File: src/rtl/mips_mc_pkg.sv
// Shared definitions for the parametrised multicycle MIPS core: opcodes,
// function codes, FSM state encoding and ALU control.
package mips_mc_pkg;

    // Primary opcodes
    localparam logic [5:0] OpRtype = 6'h00;
    localparam logic [5:0] OpJ     = 6'h02;
    localparam logic [5:0] OpBeq   = 6'h04;
    localparam logic [5:0] OpAddi  = 6'h08;
    localparam logic [5:0] OpLw    = 6'h23;
    localparam logic [5:0] OpSw    = 6'h2B;

    // R-type function codes
    localparam logic [5:0] FunctAdd = 6'h20;
    localparam logic [5:0] FunctSub = 6'h22;
    localparam logic [5:0] FunctAnd = 6'h24;
    localparam logic [5:0] FunctOr  = 6'h25;
    localparam logic [5:0] FunctSlt = 6'h2A;

    // Main control FSM states; the encoding is exported on state_dbg
    typedef enum logic [3:0] {
        StFetch  = 4'd0,
        StDecode = 4'd1,
        StMemAdr = 4'd2,
        StMemRd  = 4'd3,
        StMemWb  = 4'd4,
        StMemWr  = 4'd5,
        StExec   = 4'd6,
        StAluWb  = 4'd7,
        StBranch = 4'd8,
        StAddiEx = 4'd9,
        StAddiWb = 4'd10,
        StJump   = 4'd11,
        StTrap   = 4'd12
    } state_e;

    typedef enum logic [2:0] {
        AluAnd = 3'b000,
        AluOr  = 3'b001,
        AluAdd = 3'b010,
        AluSub = 3'b110,
        AluSlt = 3'b111
    } alu_op_e;

    typedef struct packed {
        logic    valid;
        alu_op_e op;
    } funct_dec_t;

    // Map an R-type funct field to an ALU operation; valid=0 for unsupported codes
    function automatic funct_dec_t decode_funct(input logic [5:0] funct);
        funct_dec_t dec;
        dec.valid = 1'b1;
        dec.op    = AluAdd;
        unique case (funct)
            FunctAdd: dec.op = AluAdd;
            FunctSub: dec.op = AluSub;
            FunctAnd: dec.op = AluAnd;
            FunctOr:  dec.op = AluOr;
            FunctSlt: dec.op = AluSlt;
            default:  dec.valid = 1'b0;
        endcase
        return dec;
    endfunction

endpackage

File: src/rtl/regfile_p.sv
// 32 x XLEN register file: two combinational read ports, one synchronous
// write port, register 0 reads as zero and ignores writes.
module regfile_p #(
    parameter int unsigned XLEN = 32
) (
    input  logic            clk_i,
    input  logic            rst_i,
    input  logic [4:0]      raddr_a_i,
    output logic [XLEN-1:0] rdata_a_o,
    input  logic [4:0]      raddr_b_i,
    output logic [XLEN-1:0] rdata_b_o,
    input  logic            we_i,
    input  logic [4:0]      waddr_i,
    input  logic [XLEN-1:0] wdata_i
);

    logic [XLEN-1:0] regs_q [32];

    // Synchronous reset clears every register; writes to $0 are dropped
    always_ff @(posedge clk_i) begin
        if (rst_i) begin
            for (int i = 0; i < 32; i++) begin
                regs_q[i] <= '0;
            end
        end else if (we_i && (waddr_i != 5'd0)) begin
            regs_q[waddr_i] <= wdata_i;
        end
    end

    // Reads see the pre-edge contents, so a same-cycle write is not forwarded
    always_comb begin
        rdata_a_o = (raddr_a_i == 5'd0) ? '0 : regs_q[raddr_a_i];
        rdata_b_o = (raddr_b_i == 5'd0) ? '0 : regs_q[raddr_b_i];
    end

endmodule

File: src/rtl/mips_mc_core_p.sv
// Multicycle MIPS core with a width-generic datapath and a single unified
// memory port using a req/ready handshake, so every access may stall.
module mips_mc_core_p
    import mips_mc_pkg::*;
#(
    parameter int unsigned     XLEN     = 32,
    parameter logic [XLEN-1:0] RESET_PC = '0
) (
    input  logic            ck,
    input  logic            rt,
    output logic            mem_req,
    output logic            mem_we,
    output logic [XLEN-1:0] mem_addr,
    output logic [XLEN-1:0] mem_wdata,
    input  logic [XLEN-1:0] mem_rdata,
    input  logic            mem_ready,
    output logic            trap,
    output logic [3:0]      state_dbg
);

    state_e          state_q, state_d;
    logic [XLEN-1:0] pc_q, pc_d;
    logic [31:0]     ir_q, ir_d;
    logic [XLEN-1:0] a_q, a_d;
    logic [XLEN-1:0] b_q, b_d;
    logic [XLEN-1:0] alu_out_q, alu_out_d;
    logic [XLEN-1:0] mdr_q, mdr_d;

    // Instruction fields
    logic [5:0]      opcode;
    logic [4:0]      rs_idx, rt_idx, rd_idx;
    logic [5:0]      funct;
    logic [XLEN-1:0] imm_sext, imm_sext_sh2;
    funct_dec_t      funct_dec;

    assign opcode       = ir_q[31:26];
    assign rs_idx       = ir_q[25:21];
    assign rt_idx       = ir_q[20:16];
    assign rd_idx       = ir_q[15:11];
    assign funct        = ir_q[5:0];
    assign imm_sext     = {{(XLEN-16){ir_q[15]}}, ir_q[15:0]};
    assign imm_sext_sh2 = imm_sext << 2;
    assign funct_dec    = decode_funct(funct);

    // Register file
    logic [XLEN-1:0] rs_data, rt_data;
    logic            rf_we;
    logic [4:0]      rf_waddr;
    logic [XLEN-1:0] rf_wdata;

    regfile_p #(
        .XLEN(XLEN)
    ) u_regfile (
        .clk_i    (ck),
        .rst_i    (rt),
        .raddr_a_i(rs_idx),
        .rdata_a_o(rs_data),
        .raddr_b_i(rt_idx),
        .rdata_b_o(rt_data),
        .we_i     (rf_we),
        .waddr_i  (rf_waddr),
        .wdata_i  (rf_wdata)
    );

    // ALU
    logic [XLEN-1:0] alu_a, alu_b, alu_res;
    alu_op_e         alu_op;

    // ALU operand selection: PC+4 in fetch, branch target in decode,
    // effective address / addi in MEMADR / ADDIEX, register op in EXEC
    always_comb begin
        alu_a  = pc_q;
        alu_b  = XLEN'(4);
        alu_op = AluAdd;
        unique case (state_q)
            StDecode: alu_b = imm_sext_sh2;
            StMemAdr, StAddiEx: begin
                alu_a = a_q;
                alu_b = imm_sext;
            end
            StExec: begin
                alu_a  = a_q;
                alu_b  = b_q;
                alu_op = funct_dec.op;
            end
            default: ;
        endcase
    end

    // ALU function, wrap-around arithmetic with signed set-less-than
    always_comb begin
        alu_res = '0;
        unique case (alu_op)
            AluAnd:  alu_res = alu_a & alu_b;
            AluOr:   alu_res = alu_a | alu_b;
            AluAdd:  alu_res = alu_a + alu_b;
            AluSub:  alu_res = alu_a - alu_b;
            AluSlt:  alu_res = {{(XLEN-1){1'b0}}, ($signed(alu_a) < $signed(alu_b))};
            default: alu_res = '0;
        endcase
    end

    // FSM next state, datapath register updates and memory port drive
    always_comb begin
        state_d   = state_q;
        pc_d      = pc_q;
        ir_d      = ir_q;
        a_d       = a_q;
        b_d       = b_q;
        alu_out_d = alu_out_q;
        mdr_d     = mdr_q;
        rf_we     = 1'b0;
        rf_waddr  = rt_idx;
        rf_wdata  = alu_out_q;
        mem_req   = 1'b0;
        mem_we    = 1'b0;
        mem_addr  = pc_q;
        mem_wdata = '0;

        unique case (state_q)
            StFetch: begin
                mem_req = 1'b1;
                if (mem_ready) begin
                    ir_d    = mem_rdata[31:0];
                    pc_d    = alu_res;
                    state_d = StDecode;
                end
            end
            StDecode: begin
                a_d       = rs_data;
                b_d       = rt_data;
                alu_out_d = alu_res;
                unique case (opcode)
                    OpRtype:   state_d = funct_dec.valid ? StExec : StTrap;
                    OpLw, OpSw: state_d = StMemAdr;
                    OpBeq:     state_d = StBranch;
                    OpAddi:    state_d = StAddiEx;
                    OpJ:       state_d = StJump;
                    default:   state_d = StTrap;
                endcase
            end
            StMemAdr: begin
                alu_out_d = alu_res;
                state_d   = (opcode == OpLw) ? StMemRd : StMemWr;
            end
            StMemRd: begin
                mem_req  = 1'b1;
                mem_addr = alu_out_q;
                if (mem_ready) begin
                    mdr_d   = mem_rdata;
                    state_d = StMemWb;
                end
            end
            StMemWb: begin
                rf_we    = 1'b1;
                rf_waddr = rt_idx;
                rf_wdata = mdr_q;
                state_d  = StFetch;
            end
            StMemWr: begin
                mem_req   = 1'b1;
                mem_we    = 1'b1;
                mem_addr  = alu_out_q;
                mem_wdata = b_q;
                if (mem_ready) begin
                    state_d = StFetch;
                end
            end
            StExec: begin
                alu_out_d = alu_res;
                state_d   = StAluWb;
            end
            StAluWb: begin
                rf_we    = 1'b1;
                rf_waddr = rd_idx;
                state_d  = StFetch;
            end
            StBranch: begin
                if (a_q == b_q) begin
                    pc_d = alu_out_q;
                end
                state_d = StFetch;
            end
            StAddiEx: begin
                alu_out_d = alu_res;
                state_d   = StAddiWb;
            end
            StAddiWb: begin
                rf_we    = 1'b1;
                rf_waddr = rt_idx;
                state_d  = StFetch;
            end
            StJump: begin
                pc_d    = {pc_q[XLEN-1:28], ir_q[25:0], 2'b00};
                state_d = StFetch;
            end
            StTrap: state_d = StTrap;
            default: state_d = StTrap;
        endcase

        // Reset abandons any pending request and parks the port at RESET_PC
        if (rt) begin
            mem_req   = 1'b0;
            mem_we    = 1'b0;
            mem_addr  = RESET_PC;
            mem_wdata = '0;
        end
    end

    // State and datapath registers with synchronous reset
    always_ff @(posedge ck) begin
        if (rt) begin
            state_q   <= StFetch;
            pc_q      <= RESET_PC;
            ir_q      <= '0;
            a_q       <= '0;
            b_q       <= '0;
            alu_out_q <= '0;
            mdr_q     <= '0;
        end else begin
            state_q   <= state_d;
            pc_q      <= pc_d;
            ir_q      <= ir_d;
            a_q       <= a_d;
            b_q       <= b_d;
            alu_out_q <= alu_out_d;
            mdr_q     <= mdr_d;
        end
    end

    // TRAP is only left through reset, so the state itself is the sticky flag
    assign trap      = (state_q == StTrap);
    assign state_dbg = state_q;

endmodule

File: config.mk
export PLATFORM = sky130hd
export DESIGN_NAME = mips_mc_core_p
export DESIGN_NICKNAME = d
export VERILOG_FILES = /design/src/rtl/mips_mc_pkg.sv /design/src/rtl/regfile_p.sv /design/src/rtl/mips_mc_core_p.sv
export SDC_FILE = /design/constraint.sdc
export NUM_CORES = 2
export LEC_CHECK = 0
export BUFFER_PORTS_ARGS = -buffer_cell sky130_fd_sc_hd__buf_2
export CORE_MARGIN = 1.5
export CORE_UTILIZATION = 47
export DETAILED_ROUTE_END_ITERATION = 10
export GPL_TIMING_DRIVEN = 1
export HOLD_SLACK_MARGIN = 0.15
export PLACE_DENSITY_LB_ADDON = 0.2
export SYNTH_ARGS = -nofsm -noshare
export SYNTH_HDL_FRONTEND = slang
export SYNTH_SLANG_ARGS = --single-unit
File: constraint.sdc
create_clock -name ck -period 4.5 [get_ports ck]
set_clock_uncertainty 0.15 [all_clocks]
set_input_delay 0.9 -clock ck [delete_from_list [all_inputs] [get_ports ck]]
set_output_delay 0.9 -clock ck [all_outputs]
set_load 0.05 [all_outputs]
==> impl_metrics.ini <==
[power_and_ir_drop]
p_per_area_nw_per_um2 = 550
p_leak_nw = 25.7
irDropWorstVdd_mv = 0.308

[placed_design]
placed_area_um2 = 71600
hpwl_mm = 149
gp_congestion = 0.945
io_buffers = 105
dp.cells = 7138

[floorplanning]
core-area_um2 = 140000
io_pins = 106
die_h_um = 379
dieWidth_um = 379
row_count = 137
die_area_um2 = 143000
start_util = 0.475

[cells_and_area]
final_cells = 7387
n_fill_cell = 11600
drive_gt1_frac = 0.289
fin_nets = 5544
diodes = 0
final_area_um2 = 76100
area_growth_pct = 14.8

[cts]
clk_pin_slew_worst_paths_ns = 0.06
clockBufferDepth = 3
tritoncts = yes
cts_made_buffers = 130
h-tree-depth = 4
cts.sinks = 1230
cts_root_buf = clkbuf_16
cts_hold_buf = 0
clk_latency_ns = 0.79

[worst_setup_path]
arrival_ns = 4.92
r2r-start = state_dbg[1]
critPathLaunch = state_dbg[1]
path_class = flop to flop
cp_max_fo = 20
endpoint = alu_out_q[0]
start_kind = flop
r2r_slack_ns = 0.13
crit_path_end_kind = flop
cp.required_ns = 5.05
ff2ff_path_depth = 18
rr_endpoint = alu_out_q[0]

[global_route]
use_met3 = 0.0647
grt.total_usage = 0.321
grt_pass1_vias = 46800
overflow = 0
grt_pass1_wl_mm = 328
met1_usage = 0.408
top_usage_layer = met2
grt_max_degree = 103
met2_usage = 0.533
antenna_found_initial = 5

[synth]
synthFlopType = edfxtp_1
synth-edff-count = 1024
synth.yosys.seq_area_share = 0.526
syn_avg_cell_area_um2 = 12.7
ys_ff_latch = 1230
async_reset_ff_frac = 0
yosysWarnings = 0
synthCells = 5224
synth_cell_types = 94
synth_area_um2 = 66300

[route]
drt_iter0_markers = 6429
routed_via_density = 6.47
drt-total-wl_mm = 230
postRouteAntennaNets = 0
routedWlPerCell_um = 31.1
dr_total_vias = 47800
drc_errors = 0
dr.pass1.iters = 8

[worst_hold_path]
hold_class = input port to flop
hold_start = mem_rdata[8]

[timing]
period_needed_ns = 4.37
drv_slew = 0
post-route-period-util = 0.970
finalSetupViolCount = 0
relSlewSlack = 0.138
hold_viol = 0
tightest_slew_ns = 1.27
fmax_mhz = 229

[run]
maxCapViolations = 0

[outcome]
status = finished clean
placed cells by master (no fill, tap or decap), types with 35 or more instances in the layout:
master / count
dfxtp_1: 191
a21oi_1: 268
nor2_1: 1275
buf_2: 104
edfxtp_1: 1024
clkbuf_16: 135
o21ai_0: 66
xnor2_1: 37
mux4_2: 640
nand2_2: 66
mux2i_1: 82
inv_1: 101
nand2_1: 256
nor3_1: 43
buf_4: 373
ha_1: 92
clkbuf_1: 35
a211oi_1: 40
and2_1: 46
buf_12: 44
sequential cells by signal (all words and copies together), names as in the netlist, named ones only:
name              count
u_regfile.regs_q   1024
mdr_q                32
state_dbg             4
b_q                  32
pc_q                 32
a_q                  32
alu_out_q            32
ir_q                 32
worst min-delay path by stage:
stage / slack, ns / endpoint / depth (start not counted)
after floorplan: 0.29 / mdr_q[0] / 2
after global placement: 0.31 / mdr_q[18] / 2
after detailed placement: 0.31 / mdr_q[18] / 2
after CTS: 0.19 / ir_q[10] / 3
after global routing: 0.22 / ir_q[6] / 3
final: 0.24 / mdr_q[8] / 3
power by group:
part	internal (mW)	switching, mW	total, mW
clock network	5.99	4.56	10.6
logic	7.02	10.1	17.1
registers	13.1	1.14	14.2
total	26.1	15.8	41.9
synth_stat cells, types with 20 or more instances:
cell | number | area, um2
edfxtp_1 | 1024 | 30700
nor3_1 | 50 | 250
o21ai_0 | 70 | 350
mux2_2 | 24 | 270
nand3_1 | 20 | 100
nor2_1 | 1282 | 4810
a22oi_1 | 22 | 165
clkbuf_1 | 365 | 1370
buf_1 | 67 | 251
ha_1 | 99 | 1240
buf_2 | 64 | 320
a221oi_1 | 22 | 193
a21oi_1 | 277 | 1390
mux2i_1 | 116 | 1160
and2_1 | 46 | 288
a211oi_1 | 42 | 315
inv_1 | 105 | 394
xnor2_1 | 37 | 324
dfxtp_1 | 206 | 4120
mux4_2 | 640 | 14400
nand2_1 | 321 | 1200
worst max-delay path: stages (launching register included):
cell and delay [ns]:
dfxtp_4 0.36, buf_4 0.12, nor2_4 0.03, buf_4 0.14, a21oi_4 0.16, buf_12 0.14
buf_12 0.18, mux2_2 0.39, ha_1 0.38, a21o_1 0.22, a21oi_1 0.17, o21bai_1 0.12
a311o_1 0.36, a311o_1 0.39, a31oi_4 0.21, o31a_4 0.17, nor3_1 0.06, o31a_1 0.31
a211oi_2 0.21
what timing repair did:
item                       CTS  global route
pin swaps                    9            26
setup buffers                3            11
gates resized for setup     10            60
setup endpoints to repair   12            41
stage by stage:
stage | worst slack [ns] | total power [mW] | utilization | TNS, ns | hold slack (ns)
after floorplan | -0.00145 | 24.2 | - | -0.00145 | 0.286
after global placement | -0.0829 | 30.9 | 0.512 | -0.108 | 0.307
after detailed placement | -0.0772 | 31.0 | 0.512 | -0.147 | 0.309
after CTS | 0.00199 | 41.5 | 0.542 | 0 | 0.189
after global routing | -0.0422 | 43.3 | 0.545 | -0.0422 | 0.222
final | 0.133 | 41.9 | 0.545 | 0 | 0.242
cell families after synthesis:
group | after synthesis | share of synthesized area
AO/OA/AOI/OAI | 646 | 0.0637
XOR/XNOR | 38 | 0.00502
adder cells (fa/ha/maj) | 101 | 0.0193
buffers and inverters | 614 | 0.0366
flip-flops | 1230 | 0.526
multiplexers | 780 | 0.239
other | 1 | 0.0000566
AND/OR/NAND/NOR | 1814 | 0.110
routing by layer:
metal | wire [um] | share of wire | vias to the layer above
li1 | - | - | 19900
met1 | 82900 | 0.36 | 24400
met2 | 112000 | 0.49 | 2935
met3 | 24000 | 0.10 | 571
met4 | 11000 | 0.048 | 8
met5 | 44 | 0.00019 | -
layout make-up:
class                      count  area [um2]  area share
sequential                  1230       34900       0.459
multi-input combinational   3411       30000       0.395
timing repair buffer         524        4240      0.0557
clock buffer                 174        3560      0.0468
tap                         1876        2350      0.0309
clock inverter                61         559     0.00735
inverter                     111         417     0.00548
(Power assumes the default switching activity.)
